==> src/rtl/uart_tx_frame_counter_if.sv <==
// Handshake/config/status bundle between the TX control FSM (master) and the
// combined baud-divider / frame bit counter (slave).
interface uart_tx_frame_counter_if #(
    parameter int DIV_WIDTH = 16,
    parameter int IDX_WIDTH = 4
);
    logic                 start;
    logic                 abort;
    logic [DIV_WIDTH-1:0] divisor;
    logic [1:0]           data_len;
    logic                 parity_en;
    logic                 stop2;

    logic                 busy;
    logic                 bit_tick;
    logic [IDX_WIDTH-1:0] bit_idx;
    logic [1:0]           phase;
    logic                 done;
    logic                 cfg_err;

    modport master (
        output start, abort, divisor, data_len, parity_en, stop2,
        input  busy, bit_tick, bit_idx, phase, done, cfg_err
    );

    modport slave (
        input  start, abort, divisor, data_len, parity_en, stop2,
        output busy, bit_tick, bit_idx, phase, done, cfg_err
    );
endinterface

==> src/rtl/uart_tx_frame_counter.sv <==
// UART TX frame counter: baud divider plus frame bit counter producing one
// strobe per bit period, the bit index/phase, and a done pulse per frame.
module uart_tx_frame_counter #(
    parameter int DIV_WIDTH = 16,
    parameter int IDX_WIDTH = 4
) (
    input logic                   clk,
    input logic                   reset,
    uart_tx_frame_counter_if.slave bus
);
    typedef enum logic {
        IDLE = 1'b0,
        RUN  = 1'b1
    } state_t;

    typedef enum logic [1:0] {
        PH_START  = 2'd0,
        PH_DATA   = 2'd1,
        PH_PARITY = 2'd2,
        PH_STOP   = 2'd3
    } phase_t;

    state_t               state;
    state_t               state_next;
    phase_t               phase;

    logic [DIV_WIDTH-1:0] div_cnt;
    logic [DIV_WIDTH-1:0] div_lat;
    logic [IDX_WIDTH-1:0] bit_idx;
    logic [1:0]           len_lat;
    logic                 par_lat;
    logic                 stop2_lat;
    logic                 done_r;
    logic                 cfg_err_r;

    logic                 tick;
    logic                 accept;
    logic                 cfg_bad;
    logic                 frame_end;
    logic                 abort_run;
    logic [IDX_WIDTH-1:0] data_last;
    logic [IDX_WIDTH-1:0] last_idx;

    // Everything below is decoded from registers so bit_tick is glitch-free
    // relative to the inputs.
    assign tick      = (state == RUN) && (div_cnt == '0);
    assign data_last = IDX_WIDTH'(5) + IDX_WIDTH'(len_lat);
    assign last_idx  = data_last + IDX_WIDTH'(par_lat) + IDX_WIDTH'(1) + IDX_WIDTH'(stop2_lat);

    always_ff @(posedge clk) begin
        // NOTE: sequential state uses non-blocking assignments so every register
        // samples pre-edge values regardless of statement order.
        if (!reset) begin
            state <= IDLE;
        end else begin
            state <= state_next;
        end
    end

    always_comb begin
        // NOTE: every output of this block gets a default first, so no path
        // leaves a signal unassigned and no latch is inferred.
        state_next = state;
        accept     = 1'b0;
        cfg_bad    = 1'b0;
        frame_end  = 1'b0;
        abort_run  = 1'b0;
        case (state)
            IDLE: begin
                if (bus.start) begin
                    if (bus.divisor != '0) begin
                        accept     = 1'b1;
                        state_next = RUN;
                    end else begin
                        cfg_bad = 1'b1;
                    end
                end
            end
            RUN: begin
                // Abort takes priority over a coinciding final tick.
                if (bus.abort) begin
                    abort_run  = 1'b1;
                    state_next = IDLE;
                end else if (tick && (bit_idx == last_idx)) begin
                    frame_end  = 1'b1;
                    state_next = IDLE;
                end
            end
            default: state_next = IDLE;
        endcase
    end

    always_ff @(posedge clk) begin
        if (!reset) begin
            div_cnt   <= '0;
            div_lat   <= '0;
            bit_idx   <= '0;
            len_lat   <= '0;
            par_lat   <= 1'b0;
            stop2_lat <= 1'b0;
            done_r    <= 1'b0;
            cfg_err_r <= 1'b0;
        end else begin
            done_r    <= frame_end;
            cfg_err_r <= cfg_bad;
            if (accept) begin
                div_lat   <= bus.divisor;
                len_lat   <= bus.data_len;
                par_lat   <= bus.parity_en;
                stop2_lat <= bus.stop2;
                div_cnt   <= bus.divisor - DIV_WIDTH'(1);
                bit_idx   <= '0;
            end else if (abort_run || frame_end) begin
                div_cnt <= '0;
                bit_idx <= '0;
            end else if (tick) begin
                div_cnt <= div_lat - DIV_WIDTH'(1);
                bit_idx <= bit_idx + IDX_WIDTH'(1);
            end else if (state == RUN) begin
                div_cnt <= div_cnt - DIV_WIDTH'(1);
            end
        end
    end

    always_comb begin
        phase = PH_STOP;
        if ((state == IDLE) || (bit_idx == '0)) begin
            phase = PH_START;
        end else if (bit_idx <= data_last) begin
            phase = PH_DATA;
        end else if (par_lat && (bit_idx == data_last + IDX_WIDTH'(1))) begin
            phase = PH_PARITY;
        end
    end

    assign bus.busy     = (state == RUN);
    assign bus.bit_tick = tick;
    assign bus.bit_idx  = bit_idx;
    assign bus.phase    = phase;
    assign bus.done     = done_r;
    assign bus.cfg_err  = cfg_err_r;
endmodule

==> src/flat_wrapper.sv <==
// flat-port wrapper written by rule: the top's interface ports become plain ports
module uart_tx_frame_counter_flat 
#(
    parameter int DIV_WIDTH = 16,
    parameter int IDX_WIDTH = 4
)
  (clk, reset, bus_start, bus_abort, bus_divisor, bus_data_len, bus_parity_en, bus_stop2, bus_busy, bus_bit_tick, bus_bit_idx, bus_phase, bus_done, bus_cfg_err);
  uart_tx_frame_counter_if #(.DIV_WIDTH(DIV_WIDTH), .IDX_WIDTH(IDX_WIDTH)) bus_i ();
  input logic clk;
  input logic reset;
  input wire logic [$bits(bus_i.start)-1:0] bus_start;
  input wire logic [$bits(bus_i.abort)-1:0] bus_abort;
  input wire logic [$bits(bus_i.divisor)-1:0] bus_divisor;
  input wire logic [$bits(bus_i.data_len)-1:0] bus_data_len;
  input wire logic [$bits(bus_i.parity_en)-1:0] bus_parity_en;
  input wire logic [$bits(bus_i.stop2)-1:0] bus_stop2;
  output wire logic [$bits(bus_i.busy)-1:0] bus_busy;
  output wire logic [$bits(bus_i.bit_tick)-1:0] bus_bit_tick;
  output wire logic [$bits(bus_i.bit_idx)-1:0] bus_bit_idx;
  output wire logic [$bits(bus_i.phase)-1:0] bus_phase;
  output wire logic [$bits(bus_i.done)-1:0] bus_done;
  output wire logic [$bits(bus_i.cfg_err)-1:0] bus_cfg_err;
  assign bus_i.start = bus_start;
  assign bus_i.abort = bus_abort;
  assign bus_i.divisor = bus_divisor;
  assign bus_i.data_len = bus_data_len;
  assign bus_i.parity_en = bus_parity_en;
  assign bus_i.stop2 = bus_stop2;
  assign bus_busy = bus_i.busy;
  assign bus_bit_tick = bus_i.bit_tick;
  assign bus_bit_idx = bus_i.bit_idx;
  assign bus_phase = bus_i.phase;
  assign bus_done = bus_i.done;
  assign bus_cfg_err = bus_i.cfg_err;
  uart_tx_frame_counter #(.DIV_WIDTH(DIV_WIDTH), .IDX_WIDTH(IDX_WIDTH)) u_core (.clk(clk), .reset(reset), .bus(bus_i));
endmodule
==> config.mk <==
export PLATFORM = sky130hd
export DESIGN_NAME = uart_tx_frame_counter_flat
export DESIGN_NICKNAME = d
export VERILOG_FILES = /design/src/rtl/uart_tx_frame_counter_if.sv /design/src/rtl/uart_tx_frame_counter.sv /design/src/flat_wrapper.sv
export SDC_FILE = /design/constraint.sdc
export NUM_CORES = 1
export LEC_CHECK = 0
export CORE_ASPECT_RATIO = 1.1
export CORE_MARGIN = 5
export CORE_UTILIZATION = 44
export CTS_CLUSTER_SIZE = 24
export DETAILED_ROUTE_END_ITERATION = 12
export PLACE_DENSITY_LB_ADDON = 0.2
export REMOVE_ABC_BUFFERS = 1
export SYNTH_ARGS = -nofsm -noshare
export SYNTH_HDL_FRONTEND = slang
export SYNTH_SLANG_ARGS = --single-unit
export TNS_END_PERCENT = 20
==> constraint.sdc <==
create_clock -name clk -period 3.1 [get_ports clk]
set_input_delay 0.62 -clock clk [delete_from_list [all_inputs] [get_ports clk]]
set_output_delay 0.62 -clock clk [all_outputs]
set_load 0.05 [all_outputs]
==> impl_results.md <==
- Status: completed
- Die extent in x: 89.55 µm
- Vias in the first global route: between 3k and 4k
- Max Freq: between 300 and 400 MHz
- Footprint of the multi-input gates: about 2100 µm²
- Synth top area cells: dfxtp_1 (28%), nand2_1 (6.9%), a21oi_1 (5.7%)
- Reg2reg setup slack: 0.17 ns
- Hold Path Class: flip-flop to flip-flop
- Reg2reg path depth: 12
- Yosys warning total: 0
- Post-layout nets: 495
- Core Footprint: 6887 µm²
- Post-CTS Hold Fix Bufs: 0
- Slew Limit Fails: 0
- Top FF cell, synth: dfxtp_1
- Grt ovf: 0
- Worst-Skew Late Latency: about 0.30 ns
- Io pins: 34
- Reg area: around 870 µm²
- H-Tree Depth: 2
- Worst EP required: roughly 2.5 ns
- Worst Clk Skew: 0.006037 ns
- Total Power: approximately 1700 µW
- Antenna Cells: 0
- PwrDens: 443.2 nW/µm²
- Routability cong.: 0.9363
- Root Driver: clkbuf_8
- DRC: 0
- Max cap viols: 0
- First-pass iteration count of the detailed router: 5
- Slew HR: ~52%
- Clock transition at the registers of the reported paths: 0.08 ns
- TNS Setup: 0 ns
- Fill count: around 660
- R2R Path End: u_core.div_cnt[6]
- Via count: 3341
- Hold EP: u_core.par_lat
- RSZ-0062 raised after global routing: true
- Post-synth top area cell: dfxtp_1
- Mapped Area: just over 3000 µm²
- Yosys top cell area share: 28.10%
- Final setup violation count: 0
- Hold Crit Start: u_core.par_lat
- CP Launch Type: flip-flop
- Worst Tran Pin Value: slightly above 0.7 ns
- Hold Crit Depth: 2
- Total Routing Usage GR: between 20% and 30%
- Drt total wl: approximately 9400 µm
- CTS max path bufs: 2
- Final hold violations: 0
- Crit path arrival time: ~2.4 ns
- Worst-path fanout max: 5
- # port buffers: 33
- Most common cell in the netlist: nand2_1
- Ratio of cells with drive above 1 in the final layout: around an eighth
- DR iter-0 viols: between 400 and 500
- CTS Buf Count: 5
- Setup Buffers After CTS: 0
- Initial antenna violation count: 0
- Global-route wire length before repair: 14920 µm
- RR Startpoint: u_core.div_cnt[4]
- Die Y: just under 100 µm
- Starting Density: between 40% and 50%
- Yosys reg bits: 43
- VDD IR max: roughly 0.26 mV
- Wire per inst: ~17 µm
- Mapped Cells: ~410
- Period utilization: between 90 and 100%
- Via density: between 6 and 7
- Class of the most critical setup path: flip-flop to primary output
- CTS tree: built
- Dpl hpwl: 7025 µm
- Fraction of registers with async set or reset after synthesis: 0%
- Leak pwr: approximately 0.0014 µW
- Syn_area_per_cell: 7.489 µm²
- Sequential area share after synthesis: between 20% and 30%
- CTS sink count: 43
- Top cells by count, synth: nand2_1 (56), dfxtp_1 (43), a21oi_1 (35), nor2_1 (32), nor3_1 (23)
- Synth cell types: 57
- Final ANT Viol Nets: 0
- Fin crit period: just under 3 ns
- Total die area: between 8000 and 9000 µm²
- Post-synth EDFFs: 0
- Area growth syn-to-layout: 24.75%
- Pin count of the biggest net entering global routing: 31
- Critical Path Sink Type: primary output
- Row count: 32
power breakdown:
| part | total, µW | leakage [µW] | internal, µW | switching (µW) |
|---|---|---|---|---|
| registers | 652 | 0.000354 | 596 | 55.6 |
| logic | 572 | 0.00103 | 253 | 319 |
| clock network | 470 | 0.0000612 | 261 | 208 |
layer usage:
layer | vias to the layer above | part of all wire (%) | GRT usage [%]
li1 | 1604 | - | -
met1 | 1564 | 42 | 28.73
met2 | 160 | 49 | 35.42
met3 | 13 | 7.3 | 2.460
met4 | 0 | 1.9 | 7.216
met5 | - | 0 | 0
how the worst max path moves through the flow:
stage | slack (ns) | cells past startpoint | endpoint | start
floorplan | -0.69 | 8 | u_core.div_cnt[15] | bus_divisor[0]
global placement | -0.03 | 11 | u_core.div_cnt[11] | bus_divisor[0]
detailed placement | 0.008 | 11 | u_core.div_cnt[3] | bus_divisor[1]
CTS | 0.03 | 10 | bus_phase[0] | u_core.len_lat[0]
global route | -0.03 | 12 | u_core.div_cnt[14] | u_core.div_cnt[11]
finish | 0.13 | 10 | bus_phase[0] | u_core.len_lat[0]
cells by family after synthesis:
logic type / share of synthesized area, %
simple gates: 27.21
compound gates: 24.96
flops: 28.10
buf+inv: 4.738
xor+xnor: 8.293
fa+ha+maj: 6.373
mux: 0.3268
final cells by class:
class	count	share of cell area [%]
clock inverters	2	0.9168
well taps	85	2.783
inverters	14	1.375
multi-input cells	329	55.01
repair buffers	63	15.09
flip-flops and latches	43	22.66
clock buffers	6	2.161
per-stage QoR:
| step | std cells | hold WS, ns | setup slack [ns] | cell area (µm²) | utilization, % |
|---|---|---|---|---|---|
| finish | 542 | 0.4615 | 0.1306 | 3821 | 55.49 |
| global route | 542 | 0.4883 | -0.03158 | 3821 | 55.49 |
| CTS | 542 | 0.4643 | 0.03330 | 3785 | 54.96 |
| detailed placement | 534 | 0.4518 | 0.007635 | 3654 | 53.05 |
| global placement | 534 | 0.4474 | -0.03200 | 3654 | 53.05 |
| floorplan | 386 | 0.4363 | -0.6876 | 2970 | - |
placed cells by master (no fill, tap or decap), types with 13 or more instances in the layout:
cell type / n
o21ai_0: 17
nor2_1: 32
ha_1: 13
nor3_1: 23
clkdlybuf4s50_1: 30
nand2_1: 56
xnor2_1: 20
buf_4: 30
dfxtp_1: 41
a21oi_1: 35
state kept, by name, indices dropped and copies added, names as in the netlist:
register	count
u_core.bus.done	1
u_core.bus.busy	1
u_core.div_cnt	16
u_core.bus.cfg_err	1
u_core.bus.bit_idx	4
u_core.len_lat	2
u_core.div_lat	16
u_core.stop2_lat	1
u_core.par_lat	1
worst max-delay path, stage by stage, from the launching register on:
cell and delay [ns]:
dfxtp_4 0.38, inv_2 0.07, ha_4 0.25, ha_1 0.30, nor2b_1 0.12, o21ai_0 0.07
nand2b_1 0.07, a21oi_1 0.06, a41o_1 0.21, o311a_1 0.36, buf_6 0.16
what timing repair did:
action | in CTS | in global routing
endpoints found under the setup margin | 1 | 6
hold endpoints to repair | 0 | 0
gates resized for setup | 2 | 9
Power figures use the tool's default switching activity.
